[src/rtl/imem_pkg.sv]
// imem_pkg
//   Constants and types shared by the program loader and the
//   instruction memory it fills.
//   - loader_state_t : loader FSM states
//   - IMEM_DEPTH     : instruction words in memory (fetch side must match)
//   - IMEM_ADDR_W    : instruction-memory address width
//   - INSTR_W        : instruction width
//   - NOP_INSTR      : filler written into every word past the program
//   - MAX_PROG_LEN   : largest program length a load may request
//   - PROG_LEN_W     : width of the prog_len request field
package imem_pkg;

  localparam int IMEM_DEPTH   = 64;
  localparam int IMEM_ADDR_W  = 6;
  localparam int INSTR_W      = 32;
  localparam int MAX_PROG_LEN = 64;
  localparam int PROG_LEN_W   = 7;

  localparam logic [INSTR_W-1:0] NOP_INSTR = 32'h0007_8000;

  typedef enum logic [2:0] {
    ST_IDLE  = 3'd0,
    ST_RECV  = 3'd1,
    ST_WRITE = 3'd2,
    ST_FILL  = 3'd3,
    ST_DONE  = 3'd4
  } loader_state_t;

  // A requested length is usable only when it is in 1..MAX_PROG_LEN.
  function automatic logic prog_len_ok(input logic [PROG_LEN_W-1:0] len);
    return (len != '0) && (len <= PROG_LEN_W'(MAX_PROG_LEN));
  endfunction

endpackage

[src/rtl/imem_word_packer.sv]
// imem_word_packer
//   Assembles instruction words from a byte stream, most-significant
//   byte first.  Only the three earlier bytes of a word are stored; the
//   fourth byte is taken straight from in_data so the complete word is
//   available in the same cycle the last byte is accepted.
// Ports:
//   clk, rst    : clock, asynchronous active-high reset
//   clear       : drop any partial word and restart at byte 0
//   shift_en    : a byte is accepted this cycle
//   in_data     : the byte being accepted
//   word_next   : word formed by the stored bytes plus in_data
//   word_valid  : shift_en on the 4th byte; word_next is complete
module imem_word_packer
  import imem_pkg::*;
(
  input  logic               clk,
  input  logic               rst,
  input  logic               clear,
  input  logic               shift_en,
  input  logic [7:0]         in_data,
  output logic [INSTR_W-1:0] word_next,
  output logic               word_valid
);

  localparam int LANES  = INSTR_W / 8;
  localparam int HIST_W = 8 * (LANES - 1);

  // hist_reg[HIST_W-1 -: 8] is the oldest (most significant) byte.
  logic [HIST_W-1:0] hist_reg;
  logic [1:0]        byte_cnt_reg;

  always_ff @(posedge clk or posedge rst) begin
    if (rst) begin
      hist_reg     <= '0;
      byte_cnt_reg <= 2'd0;
    end else if (clear) begin
      hist_reg     <= '0;
      byte_cnt_reg <= 2'd0;
    end else if (shift_en) begin
      hist_reg     <= {hist_reg[HIST_W-9:0], in_data};
      // Wraps to 0 after the 4th byte, ready for the next word.
      byte_cnt_reg <= byte_cnt_reg + 2'd1;
    end
  end

  // Lane 0 of the outgoing word is the byte arriving now; higher lanes
  // come from the history register.
  generate
    for (genvar gi = 0; gi < LANES; gi++) begin : g_lane
      if (gi == 0) begin : g_live
        assign word_next[7:0] = in_data;
      end else begin : g_hist
        assign word_next[8*gi +: 8] = hist_reg[8*(gi-1) +: 8];
      end
    end
  endgenerate

  assign word_valid = shift_en && (byte_cnt_reg == 2'd3);

endmodule

[src/rtl/imem_loader.sv]
// imem_loader
//   Fills the instruction memory from a byte-serial stream, then pads the
//   remaining words with NOP so a wrapping PC only runs defined code.
//   The processor is held in reset (cpu_hold) for the whole load.
// Ports:
//   clk, rst          : clock, asynchronous active-high reset
//   start, prog_len   : load request and program length in words (1..64)
//   in_valid, in_data : byte stream, MSB of each word first
//   in_ready          : loader accepts a byte this cycle (RECV only)
//   wr_en, wr_addr,
//   wr_data           : instruction-memory write port
//   cpu_hold          : processor reset while loading
//   busy              : loader not idle
//   done              : one-cycle completion pulse
//   err               : sticky bad-length / start-while-busy flag
// All outputs are registered.
module imem_loader #(
  parameter int IMEM_DEPTH = imem_pkg::IMEM_DEPTH,
  parameter int INSTR_W    = imem_pkg::INSTR_W
) (
  input  logic                             clk,
  input  logic                             rst,
  input  logic                             start,
  input  logic [imem_pkg::PROG_LEN_W-1:0]  prog_len,
  input  logic                             in_valid,
  input  logic [7:0]                       in_data,
  output logic                             in_ready,
  output logic                             wr_en,
  output logic [imem_pkg::IMEM_ADDR_W-1:0] wr_addr,
  output logic [INSTR_W-1:0]               wr_data,
  output logic                             cpu_hold,
  output logic                             busy,
  output logic                             done,
  output logic                             err
);

  import imem_pkg::*;

  localparam logic [IMEM_ADDR_W-1:0] LAST_ADDR = IMEM_ADDR_W'(IMEM_DEPTH - 1);
  localparam logic [PROG_LEN_W-1:0]  FULL_LEN  = PROG_LEN_W'(IMEM_DEPTH);

  loader_state_t          state_reg;
  logic [PROG_LEN_W-1:0]  len_reg;
  logic [IMEM_ADDR_W-1:0] word_cnt_reg;

  logic                   in_ready_reg;
  logic                   wr_en_reg;
  logic [IMEM_ADDR_W-1:0] wr_addr_reg;
  logic [INSTR_W-1:0]     wr_data_reg;
  logic                   cpu_hold_reg;
  logic                   busy_reg;
  logic                   done_reg;
  logic                   err_reg;

  logic               start_ok;
  logic               load_begin;
  logic               shift_en;
  logic [INSTR_W-1:0] word_next;
  logic               word_valid;
  logic               last_word;

  assign start_ok   = prog_len_ok(prog_len);
  assign load_begin = (state_reg == ST_IDLE) && start && start_ok;
  // in_ready_reg is high exactly in RECV, so it doubles as the
  // handshake qualifier.
  assign shift_en   = in_valid && in_ready_reg;
  assign last_word  = ({1'b0, word_cnt_reg} == (len_reg - PROG_LEN_W'(1)));

  imem_word_packer u_packer (
    .clk        (clk),
    .rst        (rst),
    .clear      (load_begin),
    .shift_en   (shift_en),
    .in_data    (in_data),
    .word_next  (word_next),
    .word_valid (word_valid)
  );

  always_ff @(posedge clk or posedge rst) begin
    if (rst) begin
      state_reg    <= ST_IDLE;
      len_reg      <= '0;
      word_cnt_reg <= '0;
      in_ready_reg <= 1'b0;
      wr_en_reg    <= 1'b0;
      wr_addr_reg  <= '0;
      wr_data_reg  <= '0;
      cpu_hold_reg <= 1'b0;
      busy_reg     <= 1'b0;
      done_reg     <= 1'b0;
      err_reg      <= 1'b0;
    end else begin
      // A start that arrives mid-load is flagged but otherwise ignored.
      if (start && (state_reg != ST_IDLE)) begin
        err_reg <= 1'b1;
      end

      case (state_reg)
        ST_IDLE: begin
          if (start) begin
            if (start_ok) begin
              len_reg      <= prog_len;
              word_cnt_reg <= '0;
              err_reg      <= 1'b0;
              in_ready_reg <= 1'b1;
              cpu_hold_reg <= 1'b1;
              busy_reg     <= 1'b1;
              state_reg    <= ST_RECV;
            end else begin
              err_reg <= 1'b1;
            end
          end
        end

        ST_RECV: begin
          // The 4th byte is written in the very next cycle.
          if (word_valid) begin
            in_ready_reg <= 1'b0;
            wr_en_reg    <= 1'b1;
            wr_addr_reg  <= word_cnt_reg;
            wr_data_reg  <= word_next;
            state_reg    <= ST_WRITE;
          end
        end

        ST_WRITE: begin
          if (last_word) begin
            if (len_reg == FULL_LEN) begin
              // Program occupies all of memory: nothing to pad.
              wr_en_reg <= 1'b0;
              done_reg  <= 1'b1;
              state_reg <= ST_DONE;
            end else begin
              // First pad write follows immediately at address len.
              wr_en_reg   <= 1'b1;
              wr_addr_reg <= len_reg[IMEM_ADDR_W-1:0];
              wr_data_reg <= NOP_INSTR;
              state_reg   <= ST_FILL;
            end
          end else begin
            wr_en_reg    <= 1'b0;
            word_cnt_reg <= word_cnt_reg + IMEM_ADDR_W'(1);
            in_ready_reg <= 1'b1;
            state_reg    <= ST_RECV;
          end
        end

        ST_FILL: begin
          if (wr_addr_reg == LAST_ADDR) begin
            wr_en_reg <= 1'b0;
            done_reg  <= 1'b1;
            state_reg <= ST_DONE;
          end else begin
            wr_addr_reg <= wr_addr_reg + IMEM_ADDR_W'(1);
          end
        end

        ST_DONE: begin
          // Releasing cpu_hold here lets the processor leave reset in the
          // same cycle the loader returns to IDLE.
          done_reg     <= 1'b0;
          cpu_hold_reg <= 1'b0;
          busy_reg     <= 1'b0;
          state_reg    <= ST_IDLE;
        end

        default: begin
          in_ready_reg <= 1'b0;
          wr_en_reg    <= 1'b0;
          cpu_hold_reg <= 1'b0;
          busy_reg     <= 1'b0;
          done_reg     <= 1'b0;
          state_reg    <= ST_IDLE;
        end
      endcase
    end
  end

  assign in_ready = in_ready_reg;
  assign wr_en    = wr_en_reg;
  assign wr_addr  = wr_addr_reg;
  assign wr_data  = wr_data_reg;
  assign cpu_hold = cpu_hold_reg;
  assign busy     = busy_reg;
  assign done     = done_reg;
  assign err      = err_reg;

endmodule

[config.mk]
export PLATFORM = sky130hd
export DESIGN_NAME = imem_loader
export DESIGN_NICKNAME = d
export VERILOG_FILES = /design/src/rtl/imem_pkg.sv /design/src/rtl/imem_word_packer.sv /design/src/rtl/imem_loader.sv
export SDC_FILE = /design/constraint.sdc
export NUM_CORES = 1
export LEC_CHECK = 0
export CORE_MARGIN = 2
export CORE_UTILIZATION = 35
export CTS_BUF_LIST = sky130_fd_sc_hd__clkbuf_16
export DETAILED_ROUTE_END_ITERATION = 10
export GPL_ROUTABILITY_DRIVEN = 0
export PLACE_DENSITY = 0.59
export SLEW_MARGIN = 15
export SYNTH_ARGS = -nofsm -noshare
export SYNTH_HDL_FRONTEND = slang
export SYNTH_HIERARCHICAL = 1
export SYNTH_SLANG_ARGS = --single-unit
[constraint.sdc]
create_clock -name clk -period 4.95 [get_ports clk]
set_input_delay 0.99 -clock clk [delete_from_list [all_inputs] [get_ports clk]]
set_output_delay 0.99 -clock clk [all_outputs]
set_load 0.05 [all_outputs]
==> results of run 1 <==
## final cells by class
cell class	count	area [sq um]
repair buffers	68	677
flip-flops and latches	85	2130
fillers	1157	6770
clock buffers	9	225
inverters	15	56.3
well taps	168	210
clock inverters	7	75.1
multi-input cells	295	1920
## worst max-delay path, delay by kind of cell
| kind | cells | cell delay [ns] |
|---|---|---|
| buffers and inverters | 3 | 1.15 |
| and+or+nand+nor | 3 | 1.00 |
| xor gates and xnor gates | 1 | 0.22 |
| AOI/OAI and AO/OA | 1 | 0.18 |
## synthesized netlist by cell type (2+ instances only)
cell type  instances  area share
mux2_1             2      0.0052
buf_12             2      0.0092
o211a_1            2      0.0046
inv_1             15       0.013
buf_2              5      0.0058
o31a_1             6       0.012
buf_6              3      0.0078
nor3_2             2      0.0046
nand2_1           58       0.050
xnor2_1            7       0.014
a31oi_1            2      0.0029
and3_1             4      0.0058
ha_1               4       0.012
and2_1             4      0.0058
mux2i_1           30       0.069
xor2_1             2      0.0040
nor3_1             8      0.0092
mux2_2             3      0.0078
clkbuf_2           2      0.0023
nor4_1             2      0.0029
dfrtp_1           85        0.49
a22oi_1           28       0.049
a21oi_1           12       0.014
nor2b_1            2      0.0029
or4_1              2      0.0035
or3_1              2      0.0029
nand2b_1           3      0.0043
buf_4              9       0.016
nor2_1            32       0.028
clkbuf_1          15       0.013
a21boi_0           2      0.0035
nand3_1            6      0.0069
o21ai_0           44       0.051
## cell families (layout without fill, tap and decap cells)
logic type | count (synthesis) | after routing | synth area share
simple gates | 135 | 135 | 0.150
xor+xnor | 10 | 10 | 0.0220
buf+inv | 51 | 99 | 0.0667
mux | 35 | 35 | 0.0823
fa+ha+maj | 4 | 4 | 0.0116
compound gates | 111 | 111 | 0.176
flops | 85 | 85 | 0.491
## per-layer routing
metal / vias up / part of all wire / global-route usage
met5: - / 0 / 0
li1: 1596 / - / -
met1: 1688 / 0.45 / 0.218
met4: 0 / 0.011 / 0.0530
met2: 91 / 0.49 / 0.275
met3: 9 / 0.044 / 0.0295
## power groups by stage
stage | Sequential, mW | Clock, mW | Combinational, mW
global route | 1.37 | 0.712 | 1.76
CTS | 1.32 | 0.685 | 1.63
floorplan | 1.64 | 0 | 0.832
global placement | 1.33 | 0 | 1.60
detailed placement | 1.33 | 0 | 1.62
finish | 1.33 | 0.670 | 1.62
## per-stage QoR
| stage | setup WS [ns] | util |
|---|---|---|
| after global routing | 1.49 | 0.439 |
| after detailed placement | 1.30 | 0.412 |
| final | 1.68 | 0.439 |
| after CTS | 1.51 | 0.437 |
| after floorplan | 2.00 | - |
| after global placement | 1.26 | 0.412 |
## how the worst max path moves through the flow
stage / endpoint / slack, ns
after floorplan: wr_addr[1]$_DFFE_PP0P_ / 2.00
after global placement: in_ready$_DFFE_PP0P_ / 1.26
after detailed placement: in_ready$_DFFE_PP0P_ / 1.30
after CTS: wr_data[11]$_DFFE_PP0P_ / 1.51
after global routing: in_ready$_DFFE_PP0P_ / 1.49
final: in_ready$_DFFE_PP0P_ / 1.68
==> metrics.md, run 1 <==
| Metric | Value |
|---|---|
| CP Data Required Time | 5.23 ns |
| Area growth from synthesis to layout | 22.2% |
| Fin area | 5290 sq um |
| NetSw | 1.64 mW |
| Final std cells w/o fill | 647 |
| CP max FO | 27 |
| Reg2reg end | wr_data[11]$_DFFE_PP0P_ |
| Later-pin clock latency in the skew report | 0.34 ns |
| Sink Count | 85 |
| Slew headroom | 0.350 |
| Largest net degree at the start of global routing | 33 |
| Crit-path max cell delay | 0.53 ns |
| Ys flop type | dfrtp_1 |
| Total power | 3.62 mW |
| Initial DRT Pass Iterations | 4 |
| Fin crit period | 3.27 ns |
| Hold Crit Class | flip-flop to flip-flop |
| Final Cycle Share | 0.661 |
| Hold path depth | 2 |
| Final wirelength | 10,400 um |
| Syn Area/Cell | 10.0 sq um |
| Worst setup path class | input port to flip-flop |
| Reg2Reg Setup Slack | 1.87 ns |
| Drt initial violations | 234 |
| Peak VDD IR | 0.338 mV |
| Final-stage net count | 497 |
| Skew final | 0.00863 ns |
| Worst path slowest cell | or4_1 |
| Placed cell count | 629 |
| Power per cell area | 684 nW/um^2 |
| Hold-critical path endpoint | err$_DFF_PP0_ |
| Die H | 115 um |
| Bufs on Longest Clock Path | 2 |
| Sequential share of the synthesized area | 0.491 |
| Core box area | 12,100 sq um |
| Min-Delay Startpoint | err$_DFF_PP0_ |
| Unique masters post-synth | 59 |
| Total GRT Usage | 0.164 |
| Flops & latches, synth | 85 |
| Startpoint types | input port |
| Launch point of the worst path | prog_len[1] |
| Post-synthesis cell count | 431 |
| Wire per inst | 16.0 um |
| Reg2reg path depth | 9 |
| Clk root buf | clkbuf_16 |
| Synthesized area | 4330 sq um |
| Antenna violations before repair | 0 |
| RSZ-0062 raised after global routing | false |
| Num CTS Buffers | 9 |
| CTS H-Tree Depth | 3 |
| Total grt overflow | 0 |
| Outcome | finished clean |
| Most frequent cells in the layout | dfrtp_1, clkdlybuf4s50_1, nand2_1, o21ai_0, nor2_1 |
| Final Max Slew Viols | 0 |
| # hold bufs at CTS | 0 |
| Final ANT Viol Nets | 0 |
| DIE AREA | 13,300 sq um |
| Clk pwr share | 0.185 |
| Hold slack final | 0.502 ns |
| Critical path capture point type | flip-flop |
| CTS tree | built |
| Total number of vias | 3,384 |
| Post-CTS setup buffer count | 0 |
| Num rows | 40 |
| Max reg flops | 32 |
| # DRC | 0 |
| Max-cap check violation count | 0 |
| Setup_tns | 0 ns |
| # port buffers | 62 |
| Syn Nets | 454 |
| Leakage power | 2.28 nW |
| Die width | 115 um |
| Vias in the first global route | 3,307 |
| Mean number of vias per cell | 5.23 |
| Final hold vios | 0 |
| Initial Util | 0.359 |
| Area of placed instances | 4960 sq um |
| Worst slew pin tran | 0.973 ns |
| Internal | 1.98 mW |
| Synth Warn # | 6 |
| Sequential Power Share | 0.366 |
| ANT cells | 0 |
| Post-synth EDFFs | 0 |
| # setup viols final | 0 |
| Share of layout cells above drive strength 1 | 0.0877 |
| Leading cell type in the layout, fill and taps excluded | dfrtp_1 |
| FMAX | 0.306 GHz |
| Post-synthesis async set-or-reset flop share | 1.00 |
| Reg clk slew, reported paths | 0.07 ns |
| Global-route wire length before repair | 17,200 um |
| Sw frac | 0.453 |
| Hpwl dp | 6840 um |
| Worst-path cell chain | clkdlybuf4s50_1, or4_1, nor3_1, xnor2_1, nand3_2, inv_1, buf_4, o31a_1 |
| Post-CTS sizing | 0 |
| Reg2reg start | len_reg[0]$_DFFE_PP0P_ |
| Combinational share of power | 0.448 |
| Critical Path AT | 3.55 ns |
| I/O pins | 63 |
(Power assumes the default switching activity.)
==> inputs of run 2 (changes only) <==
==> constraint.sdc (replaced) <==
create_clock -name clk -period 3.35 [get_ports clk]
set_input_delay 0.67 -clock clk [delete_from_list [all_inputs] [get_ports clk]]
set_output_delay 0.67 -clock clk [all_outputs]
set_load 0.05 [all_outputs]
==> metrics.md, run 2 (synthesized netlist as in run 1, its figures left out) <==
| Metric | Value |
|---|---|
| Most frequent cells in the layout | dfrtp_1, clkdlybuf4s50_1, nand2_1, o21ai_0, nor2_1 |
| Max reg flops | 32 |
| Vias in the first global route | 3,468 |
| Area of placed instances | 5020 sq um |
| Fin crit period | 2.85 ns |
| # setup viols final | 0 |
| Num CTS Buffers | 9 |
| Met2 WL | 5170 um |
| FMAX | 0.351 GHz |
| Peak VDD IR | 0.449 mV |
| Reg2reg start | len_reg[0]$_DFFE_PP0P_ |
| Die H | 115 um |
| Reg2reg end | wr_addr[1]$_DFFE_PP0P_ |
| Share of layout cells above drive strength 1 | 0.0890 |
| Initial DRT Pass Iterations | 4 |
| Critical path capture point type | flip-flop |
| Routed wire length on met3 | 395 um |
| Min-Delay Startpoint | err$_DFF_PP0_ |
| Slew headroom | 0.343 |
| Leakage power | 2.27 nW |
| Initial Util | 0.359 |
| Total GRT Usage | 0.173 |
| Fin area | 5280 sq um |
| Total number of vias | 3,379 |
| Hold-critical path endpoint | err$_DFF_PP0_ |
| Hpwl dp | 7130 um |
| RSZ-0062 raised after global routing | false |
| Top Layer Used | met4 |
| Max-cap check violation count | 0 |
| CTS tree | built |
| Largest net degree at the start of global routing | 42 |
| Hold Crit Class | flip-flop to flip-flop |
| I/O pins | 63 |
| Later-pin clock latency in the skew report | 0.34 ns |
| Clk root buf | clkbuf_16 |
| Area growth from synthesis to layout | 22.0% |
| Final hold vios | 0 |
| Wire per inst | 16.1 um |
| Core box area | 12,100 sq um |
| Setup_tns | 0 ns |
| Final-stage net count | 502 |
| Die width | 115 um |
| Final Max Slew Viols | 0 |
| Fillers | 1,162 |
| # DRC | 0 |
| Sink Count | 85 |
| Startpoint types | flip-flop |
| Total grt overflow | 0 |
| Worst setup path class | flip-flop to flip-flop |
| Hold path depth | 2 |
| Reg2Reg Setup Slack | 0.50 ns |
| ANT cells | 0 |
| Mean number of vias per cell | 5.19 |
| Worst slew pin tran | 0.985 ns |
| Num rows | 40 |
| Critical Path AT | 3.07 ns |
| CTS H-Tree Depth | 3 |
| Wire length on met1 | 4780 um |
| Outcome | finished clean |
| Final wirelength | 10,500 um |
| Bufs on Longest Clock Path | 2 |
| DIE AREA | 13,300 sq um |
| Leading cell type in the layout, fill and taps excluded | dfrtp_1 |
| Reg clk slew, reported paths | 0.06 ns |
| Final ANT Viol Nets | 0 |
| # hold bufs at CTS | 0 |
| # port buffers | 62 |
| Power per cell area | 1000 nW/um^2 |
| Post-CTS setup buffer count | 0 |
| Global-route wire length before repair | 17,900 um |
| Reg2reg path depth | 8 |
| CP Data Required Time | 3.57 ns |
| Final Cycle Share | 0.850 |
| Skew final | 0.0103 ns |
| CP max FO | 15 |
| Post-CTS sizing | 0 |
| Drt initial violations | 224 |
| Antenna violations before repair | 0 |
run 2: cell count changes in the layout (fill, tap and decap cells not counted), sizes merged:
cell	before	now
buf	6	11
clkinv	1	3
clkinvlp	1	2
inv	20	16
run 2: layout make-up:
| type | count | area (sq um) | area share |
|---|---|---|---|
| sequential | 85 | 2130 | 0.403 |
| tap | 168 | 210 | 0.0398 |
| multi-input combinational | 295 | 1920 | 0.364 |
| clock inverter | 6 | 40.0 | 0.00758 |
| timing repair buffer | 73 | 703 | 0.133 |
| inverter | 15 | 56.3 | 0.0107 |
| clock buffer | 9 | 225 | 0.0426 |
run 2: where the power goes:
| part | switching [mW] | leakage [nW] | total (mW) | internal, mW |
|---|---|---|---|---|
| clock network | 0.416 | 0.123 | 0.913 | 0.497 |
| logic | 1.50 | 1.08 | 2.45 | 0.952 |
| registers | 0.477 | 1.07 | 1.94 | 1.46 |
run 2: metrics by stage:
| step | worst slack (ns) | hold slack (ns) | std cells | utilization | power [mW] |
|---|---|---|---|---|---|
| after floorplan | 0.687 | 0.472 | 431 | - | 3.65 |
| after global placement | 0.476 | 0.480 | 636 | 0.416 | 4.36 |
| after detailed placement | 0.413 | 0.507 | 636 | 0.416 | 4.41 |
| after CTS | 0.498 | 0.520 | 651 | 0.438 | 5.35 |
| after global routing | 0.309 | 0.549 | 651 | 0.438 | 5.65 |
| final | 0.501 | 0.507 | 651 | 0.438 | 5.30 |
run 2: worst max-delay path by stage:
stage	startpoint	end	slack, ns	depth (start not counted)
floorplan	in_ready$_DFFE_PP0P_	wr_addr[1]$_DFFE_PP0P_	0.69	9
global placement	prog_len[1]	u_packer/hist_reg[0]$_DFFE_PP0P_	0.48	8
detailed placement	prog_len[1]	u_packer/hist_reg[17]$_DFFE_PP0P_	0.41	8
CTS	len_reg[0]$_DFFE_PP0P_	wr_data[4]$_DFFE_PP0P_	0.50	9
global route	len_reg[0]$_DFFE_PP0P_	wr_data[4]$_DFFE_PP0P_	0.31	9
finish	len_reg[0]$_DFFE_PP0P_	wr_addr[1]$_DFFE_PP0P_	0.50	8
run 2: layer usage:
layer,vias to the layer above,track usage
li1,1605,-
met4,0,0.0506
met2,64,0.279
met3,13,0.0411
met1,1697,0.232
met5,-,0
run 2: worst max-delay path, cell delays in order, from the launching register on:
cell,delay (ns)
dfrtp_1,0.43
inv_1,0.09
ha_1,0.18
or4b_4,0.52
xnor2_2,0.16
nor4_1,0.39
o211ai_4,0.27
a21boi_4,0.31
mux2_2,0.36
==> inputs of run 3 (changes only) <==
--- a/config.mk
+++ b/config.mk
@@ -5,6 +5,7 @@
 export SDC_FILE = /design/constraint.sdc
 export NUM_CORES = 1
 export LEC_CHECK = 0
+export CAP_MARGIN = 20
 export CORE_MARGIN = 2
 export CORE_UTILIZATION = 35
 export CTS_BUF_LIST = sky130_fd_sc_hd__clkbuf_16
==> constraint.sdc (replaced) <==
create_clock -name clk -period 3.5 [get_ports clk]
set_input_delay 0.7 -clock clk [delete_from_list [all_inputs] [get_ports clk]]
set_output_delay 0.7 -clock clk [all_outputs]
set_load 0.05 [all_outputs]
==> metrics.md, run 3 (synthesized netlist as in run 1, its figures left out) <==
| Metric | Value |
|---|---|
| Num rows | 40 |
| Bufs on Longest Clock Path | 2 |
| Worst setup path class | flip-flop to flip-flop |
| Total grt overflow | 0 |
| Worst-path cell chain | inv_1, ha_1, or4b_4, xnor2_2, nor4_1, o211ai_4, nor3_4, buf_4, o21ai_0 |
| Hold slack final | 0.505 ns |
| CP max FO | 32 |
| Leading cell type in the layout, fill and taps excluded | dfrtp_1 |
| Largest net degree at the start of global routing | 43 |
| Critical Path AT | 3.04 ns |
| Die H | 115 um |
| Leakage power | 2.30 nW |
| Drt initial violations | 191 |
| Peak VDD IR | 0.489 mV |
| Later-pin clock latency in the skew report | 0.34 ns |
| DIE AREA | 13,300 sq um |
| # hold bufs at CTS | 0 |
| CTS tree | built |
| Core box area | 12,100 sq um |
| CP Data Required Time | 3.70 ns |
| # port buffers | 62 |
| Initial Util | 0.359 |
| Final ANT Viol Nets | 0 |
| Power per cell area | 967 nW/um^2 |
| FMAX | 0.353 GHz |
| Mean number of vias per cell | 5.16 |
| Fin crit period | 2.84 ns |
| Total number of vias | 3,363 |
| Outcome | finished clean |
| Setup_tns | 0 ns |
| Final wirelength | 10,800 um |
| Initial DRT Pass Iterations | 4 |
| Post-CTS setup buffer count | 0 |
| Startpoint types | flip-flop |
| RSZ-0062 raised after global routing | false |
| Final-stage net count | 502 |
| Area of placed instances | 5010 sq um |
| Max-cap check violation count | 0 |
| Critical path capture point type | flip-flop |
| I/O pins | 63 |
| CTS H-Tree Depth | 3 |
| Antenna violations before repair | 0 |
| Clk root buf | clkbuf_16 |
| Max reg flops | 32 |
| Buf/Inv on CP | 2 |
| # setup viols final | 0 |
| Fillers | 1,168 |
| Share of layout cells above drive strength 1 | 0.0950 |
| Final Max Slew Viols | 0 |
| Crit-path max cell delay | 0.52 ns |
| Worst path slowest cell | or4b_4 |
| Wire per inst | 16.5 um |
| Delay-heaviest family, CP | simple AND/OR/NAND/NOR gates |
| Worst slew pin tran | 0.746 ns |
| Die width | 115 um |
| Hold Crit Class | flip-flop to flip-flop |
| Most frequent cells in the layout | dfrtp_1, clkdlybuf4s50_1, nand2_1, o21ai_0, nor2_1 |
| Num CTS Buffers | 9 |
| Hpwl dp | 7190 um |
| Slew headroom | 0.503 |
| ANT cells | 0 |
| Post-CTS sizing | 0 |
| # DRC | 0 |
| Skew final | 0.00895 ns |
| Final Cycle Share | 0.811 |
| Fin area | 5310 sq um |
| Final hold vios | 0 |
| Reg clk slew, reported paths | 0.06 ns |
| Area growth from synthesis to layout | 22.7% |
| Sink Count | 85 |
| Total GRT Usage | 0.173 |
| Vias in the first global route | 3,389 |
| Global-route wire length before repair | 17,900 um |
[run 3: tightest hold or removal path: cells and delay by family, from the launching register on]
kind | cells | cell delay, ns
flip-flops | 1 | 0.34
AND/OR/NAND/NOR | 2 | 0.12
[run 3: worst paths after layout]
| check | from | endpoint | slack [ns] | cells past startpoint |
|---|---|---|---|---|
| max | len_reg[0]$_DFFE_PP0P_ | wr_data[25]$_DFFE_PP0P_ | 0.66 | 9 |
| min reg2reg | err$_DFF_PP0_ | err$_DFF_PP0_ | 0.50 | 2 |
| min | err$_DFF_PP0_ | err$_DFF_PP0_ | 0.50 | 2 |
| max reg2reg | len_reg[0]$_DFFE_PP0P_ | wr_data[25]$_DFFE_PP0P_ | 0.66 | 9 |
| max in group asynchronous | rst | wr_data[7]$_DFFE_PP0P_ | 1.91 | 3 |
| min in group asynchronous | rst | u_packer/hist_reg[6]$_DFFE_PP0P_ | 0.77 | 2 |
[run 3: per-layer routing]
| metal | routed length (um) | vias up | part of all wire | GRT usage |
|---|---|---|---|---|
| met1 | 4940 | 1676 | 0.46 | 0.233 |
| met4 | 129 | 0 | 0.012 | 0.0514 |
| met3 | 474 | 9 | 0.044 | 0.0364 |
| met2 | 5240 | 75 | 0.49 | 0.280 |
| li1 | - | 1603 | - | - |
| met5 | 0 | - | 0 | 0 |
[run 3: final cells by class]
class / count / area, sq um / area share
Clock buffer: 9 / 225 / 0.0424
Clock inverter: 7 / 62.6 / 0.0118
Sequential cell: 85 / 2130 / 0.400
Multi-Input combinational cell: 295 / 1920 / 0.362
Inverter: 15 / 56.3 / 0.0106
Tap cell: 168 / 210 / 0.0396
Timing Repair Buffer: 73 / 711 / 0.134
[run 3: per-stage QoR]
step | power (mW) | worst slack, ns | util | std cells
3_3_place_gp | 4.17 | 0.575 | 0.415 | 635
4_1_cts | 5.17 | 0.647 | 0.439 | 651
3_5_place_dp | 4.21 | 0.506 | 0.415 | 635
6_report | 5.14 | 0.663 | 0.440 | 652
5_1_grt | 5.46 | 0.467 | 0.440 | 652
2_1_floorplan | 3.50 | 0.837 | - | 431
[run 3: power by group]
group | internal, mW | total [mW] | switching [mW] | leakage, nW
registers | 1.39 | 1.89 | 0.501 | 1.07
clock network | 0.499 | 0.932 | 0.433 | 0.145
logic | 0.906 | 2.31 | 1.40 | 1.08
